File: config.mk
export PLATFORM = sky130hd
export DESIGN_NAME = pram_sram_verify
export DESIGN_NICKNAME = d
export VERILOG_FILES = /design/src/rtl/pram_sram_pkg.sv /design/src/rtl/pram_sram_verify_wait_counter.sv /design/src/rtl/pram_sram_verify.sv
export SDC_FILE = /design/constraint.sdc
export NUM_CORES = 1
export LEC_CHECK = 0
export CORE_MARGIN = 1.5
export CORE_UTILIZATION = 35
export DETAILED_ROUTE_END_ITERATION = 16
export PLACE_DENSITY = 0.61
export SETUP_SLACK_MARGIN = 0.05
export SYNTH_ARGS = -nofsm -noshare
export SYNTH_HDL_FRONTEND = slang
export SYNTH_SLANG_ARGS = --single-unit
File: constraint.sdc
create_clock -name clk -period 2.1 [get_ports clk]
set_input_delay 0.315 -clock clk [delete_from_list [all_inputs] [get_ports clk]]
set_output_delay 0.315 -clock clk [all_outputs]
set_load 0.1 [all_outputs]
File: src/rtl/pram_sram_pkg.sv
// Shared definitions for the SRAM pattern writer and read-back checker.
package pram_sram_pkg;

    // Width of the test pattern carried in the upper bits of every word
    localparam int unsigned PAT_W = 6;

    typedef enum logic [2:0] {
        StIdle   = 3'd0,
        StAddr   = 3'd1,
        StWait   = 3'd2,
        StSample = 3'd3,
        StDone   = 3'd4
    } state_e;

    // Expected word {pat, addr[data_w-7:0]} in a 64-bit container.
    // Address bits above the low data_w-6 are dropped and narrower
    // addresses come out zero-extended. The caller passes its real data
    // width, so bits above data_w-1 are always zero.
    function automatic logic [63:0] exp_word(input logic [PAT_W-1:0] pat,
                                             input logic [63:0]      addr,
                                             input int unsigned      data_w);
        logic [63:0] mask;
        mask = (64'd1 << (data_w - PAT_W)) - 64'd1;
        return ({58'd0, pat} << (data_w - PAT_W)) | (addr & mask);
    endfunction

endpackage

File: src/rtl/pram_sram_verify_wait_counter.sv
// Loadable down-counter with a zero flag, used to time SRAM read access.
module pram_wait_counter #(
    parameter int unsigned W = 2
) (
    input  logic         clk,
    input  logic         clr,
    input  logic         load,
    input  logic [W-1:0] load_val,
    input  logic         dec,
    output logic         zero
);

    logic [W-1:0] count_q;

    // Load takes priority over decrement; the count never goes below zero
    always_ff @(posedge clk or posedge clr) begin
        if (clr) begin
            count_q <= '0;
        end else if (load) begin
            count_q <= load_val;
        end else if (dec && (count_q != '0)) begin
            count_q <= count_q - W'(1);
        end
    end

    assign zero = (count_q == '0);

endmodule

File: src/rtl/pram_sram_verify.sv
// SRAM read-back checker: sweeps all addresses, compares each read word with
// the pattern/address word and reports error count, first failing address and
// a pass/fail verdict.
module pram_sram_verify
    import pram_sram_pkg::*;
#(
    parameter int unsigned ADDR_W      = 18,
    parameter int unsigned DATA_W      = 16,
    parameter int unsigned WAIT_CYCLES = 2
) (
    input  logic              clk,
    input  logic              clr,
    input  logic              start,
    input  logic              abort,
    input  logic [PAT_W-1:0]  pattern,
    input  logic [DATA_W-1:0] sram_data,
    output logic [ADDR_W-1:0] sram_addr,
    output logic              oe,
    output logic              busy,
    output logic              done,
    output logic              pass,
    output logic [15:0]       err_count,
    output logic [ADDR_W-1:0] first_fail_addr
);

    // The counter is loaded with WAIT_CYCLES-1 and WAIT is left on the cycle
    // it reads zero, which gives exactly WAIT_CYCLES cycles in WAIT.
    localparam int unsigned     CNT_W    = (WAIT_CYCLES > 1) ? $clog2(WAIT_CYCLES) : 1;
    localparam logic [CNT_W-1:0] CNT_LOAD = CNT_W'((WAIT_CYCLES > 0) ? WAIT_CYCLES - 1 : 0);

    state_e             state_q, state_d;
    logic [ADDR_W-1:0]  addr_q, addr_d;
    logic [ADDR_W-1:0]  ffa_q, ffa_d;
    logic [15:0]        err_q, err_d;
    logic [PAT_W-1:0]   pat_q, pat_d;
    logic               fail_q, fail_d;
    logic               pass_q, pass_d;

    logic               cnt_zero;
    logic [63:0]        exp_full;
    logic               mismatch;
    logic               last_addr;

    pram_wait_counter #(
        .W (CNT_W)
    ) u_wait_counter (
        .clk      (clk),
        .clr      (clr),
        .load     (state_q == StAddr),
        .load_val (CNT_LOAD),
        .dec      (state_q == StWait),
        .zero     (cnt_zero)
    );

    // Compare against the full-width expected word so no bits go unused
    assign exp_full  = exp_word(pat_q, 64'(addr_q), DATA_W);
    assign mismatch  = (64'(sram_data) != exp_full);
    assign last_addr = &addr_q;

    // State and result registers
    always_ff @(posedge clk or posedge clr) begin
        if (clr) begin
            state_q <= StIdle;
            addr_q  <= '0;
            ffa_q   <= '0;
            err_q   <= '0;
            pat_q   <= '0;
            fail_q  <= 1'b0;
            pass_q  <= 1'b0;
        end else begin
            state_q <= state_d;
            addr_q  <= addr_d;
            ffa_q   <= ffa_d;
            err_q   <= err_d;
            pat_q   <= pat_d;
            fail_q  <= fail_d;
            pass_q  <= pass_d;
        end
    end

    // Next-state, sweep bookkeeping and compare logic
    always_comb begin
        state_d = state_q;
        addr_d  = addr_q;
        ffa_d   = ffa_q;
        err_d   = err_q;
        pat_d   = pat_q;
        fail_d  = fail_q;
        pass_d  = pass_q;

        unique case (state_q)
            StIdle: begin
                if (start) begin
                    pat_d   = pattern;
                    addr_d  = '0;
                    err_d   = '0;
                    ffa_d   = '0;
                    fail_d  = 1'b0;
                    pass_d  = 1'b0;
                    state_d = StAddr;
                end
            end
            StAddr: begin
                if (abort) begin
                    fail_d  = 1'b1;
                    pass_d  = 1'b0;
                    state_d = StDone;
                end else begin
                    state_d = (WAIT_CYCLES == 0) ? StSample : StWait;
                end
            end
            StWait: begin
                if (abort) begin
                    fail_d  = 1'b1;
                    pass_d  = 1'b0;
                    state_d = StDone;
                end else if (cnt_zero) begin
                    state_d = StSample;
                end
            end
            StSample: begin
                // Abort discards this cycle's compare, even on the last address
                if (abort) begin
                    fail_d  = 1'b1;
                    pass_d  = 1'b0;
                    state_d = StDone;
                end else begin
                    if (mismatch) begin
                        if (err_q != 16'hFFFF) begin
                            err_d = err_q + 16'd1;
                        end
                        if (!fail_q) begin
                            ffa_d  = addr_q;
                            fail_d = 1'b1;
                        end
                    end
                    if (last_addr) begin
                        pass_d  = ~fail_d;
                        state_d = StDone;
                    end else begin
                        addr_d  = addr_q + ADDR_W'(1);
                        state_d = StAddr;
                    end
                end
            end
            StDone: begin
                state_d = StIdle;
            end
            default: begin
                state_d = StIdle;
            end
        endcase
    end

    // Status outputs decoded from the current state
    always_comb begin
        oe   = (state_q == StAddr) || (state_q == StWait) || (state_q == StSample);
        busy = oe;
        done = (state_q == StDone);
    end

    assign sram_addr       = addr_q;
    assign err_count       = err_q;
    assign first_fail_addr = ffa_q;
    assign pass            = pass_q;

endmodule

==> results.md <==
* Cell with the most instances after synthesis: dfrtp_1
* Clock tree root driver cell: clkbuf_8
* Synth top area cells: dfrtp_1 (46%), a32o_1 (5.2%), xor2_1 (4.8%)
* I/O pins at 82
* Worst-path fanout max at 4
* Cell taking the most area after synthesis: dfrtp_1
* TritonCTS clock tree: yes
* Share of async-settable or async-resettable flops after synthesis at 1.000
* Clock slew at reported path FFs at ~80 ps
* Wirelength per Cell at about 16 µm
* Mapped Cells at ~360
* CP Class: reg2reg
* Syn_area_per_cell at around 9.6 µm²
* Worst Hold Slack at 344.1 ps
* Number of max-cap violations at 0
* Hold Fails Final Rpt at 0
* # nets final at ~500
* DR DRC count at 0
* Setup violations, final at 0
* Post-synth EDFFs at 0
* Worst rel slew slack at 0.6374
* First-pass GRT wire length at between 15000 and 20000 µm
* DR vias/cell at 5.268
* Unique masters post-synth at 47
* RSZ-0062 raised after global routing: yes
* Period utilization at 0.9662
* Chip Width at 102.8 µm
* Post-Syn Area at ~3500 µm²
* Total track usage at 0.1895
* Count of final max-slew check failures at 0
* Reg-to-reg startpoint: state_q[1]
* FF-to-FF path depth at 5
* Vias in the first global route at approximately 3000
* Hold/Removal Path Class: in2async
* Clk_lat worst skew at roughly 350 ps
* Yosys warns at 0
* Largest net degree at the start of global routing at 28
* R2R setup slack at approximately 70 ps
* Dpl hpwl at 6993 µm
* H-tree depth at 3
* Register area share after synthesis at 0.4593
* Routed WL at between 9000 and 10000 µm
* PortBufs at around 80
* GRT overflow at 0
* P per Cell Area at 956.9 nW/µm²
* Critical path launch point type: register
* Leak at 0.002152 µW
* Syn Nets at between 300 and 400
* Post-DRT Antenna Nets at 0
* Initial core utilization at 0.3584
* Layout cells sized above 1 at 0.3686
* Layout Skew at slightly above 7 ps
* Seq cells post-synth at between 60 and 70
* Rows at 36
* Peak Freq at 0.4929 GHz
* Status: completed
* Synth top area share at 0.4593
* Starting DRC count in detailed routing at 109
* R2R Path End: err_count[9]
* Synth top cells by count: dfrtp_1 (64), nand2_1 (44), nor2_1 (27), xor2_1 (19), a32o_1 (18)
* Total power at between 4000 and 5000 µW
* Die area at between 10000 and 15000 µm²
* P&R area growth vs syn at 43.13%
* Via Count at ~3200
* CTS Buf Count at 9
* Slew @ Worst Pin at 543.1 ps
* Core Region at 9729 µm²
* Antenna violations before repair at 0
* Crit path capture type: register
* Final antenna diode count at 0
* RePlAce Congestion at between 0.8 and 0.9
* Tmin final at around 2000 ps
* VDD IR max at about 0.0013 V
* Setup TNS at 0 ps
* Predominant post-synthesis flop cell: dfrtp_1
* Die Y at ~100 µm
* TritonRoute pass-1 iters at 4
* Hold buffers post-CTS at 0
* Clock tree buffer depth at 2
* Critical Path AT at between 2000 and 2500 ps
* Worst endpoint required time at roughly 2400 ps
* CTS Sinks at 64
layout by cell type (no fill, tap or decap), drive strengths merged, types with 3 or more instances in the layout:
cell type,count
buf,104
nand2,46
nor4,7
nand2b,5
xnor2,11
mux2i,5
nor3,10
or4,5
or3,8
o21ai,12
clkbuf,11
nand3,12
and3,4
a211oi,7
dfrtp,64
and4,4
nand4,14
o31ai,3
inv,5
a32o,18
clkdlybuf4s50,25
a21oi,15
xor2,19
nor2,27
critical path, cell delays in order (launching register included):
cell and delay [ps]:
dfrtp_1 380, or4b_4 590, a211oi_4 280, nand2_2 80, or4_1 480, a21oi_1 150
state kept, by name, indices dropped and copies added (netlist names):
signal                  flops
u_wait_counter.count_q      1
state_q                     3
err_count                  16
first_fail_addr            18
pat_q                       6
sram_addr                  18
fail_q                      1
pass                        1
repair_timing:
action / 4_1_cts / 5_1_grt
cloned: 0 / 0
buffers inserted: 0 / 1
gates resized for setup: 4 / 28
pin swaps: 3 / 5
endpoints found under the setup margin: 21 / 43
hold endpoints to repair: 0 / 0
area by class of cell:
class	count	area (µm²)
fillers	933	4738
multi-input cells	258	1821
flip-flops and latches	64	1634
repair buffers	129	1139
well taps	133	166.4
clock buffers	11	131.4
clock inverters	5	81.33
inverters	5	18.77
per-stage QoR:
| stage | setup slack, ps | instances | cell area [µm²] | utilization |
|---|---|---|---|---|
| after global routing | -23.94 | 605 | 4991 | 0.5130 |
| final | 71.03 | 605 | 4991 | 0.5130 |
| after global placement | -382.6 | 588 | 4637 | 0.4766 |
| after floorplan | -14.07 | 363 | 3555 | - |
| after detailed placement | -408.0 | 588 | 4637 | 0.4766 |
| after CTS | 60.93 | 604 | 4870 | 0.5005 |
cells by family after synthesis:
logic type	count (synthesis)	synth area share
buf+inv	41	0.06064
flops	64	0.4593
mux	5	0.01435
xor+xnor	30	0.07535
simple gates	155	0.2404
fa+ha+maj	2	0.007175
compound gates	66	0.1428
how the worst max path moves through the flow:
stage                         end        from  slack, ps
floorplan                    done  state_q[2]        -10
finish               err_count[9]  state_q[1]         70
global route        sram_addr[17]  state_q[1]        -20
detailed placement  sram_addr[17]       start       -410
global placement    sram_addr[17]       start       -380
CTS                  err_count[9]  state_q[0]         60
layer usage:
| layer | track usage | wire length, µm | vias up |
|---|---|---|---|
| li1 | - | - | 1527 |
| met1 | 0.2722 | 4685 | 1567 |
| met2 | 0.2944 | 4529 | 83 |
| met3 | 0.03458 | 413 | 10 |
| met4 | 0.05301 | 133 | 0 |
| met5 | 0 | 0 | - |
power by group:
part,total [µW],internal (µW),switching (µW)
sequential,1450,1350,97.3
combinational,2160,827,1330
clock,1170,669,499
total,4780,2850,1930
Note: power is estimated with default switching activity, not from simulation.
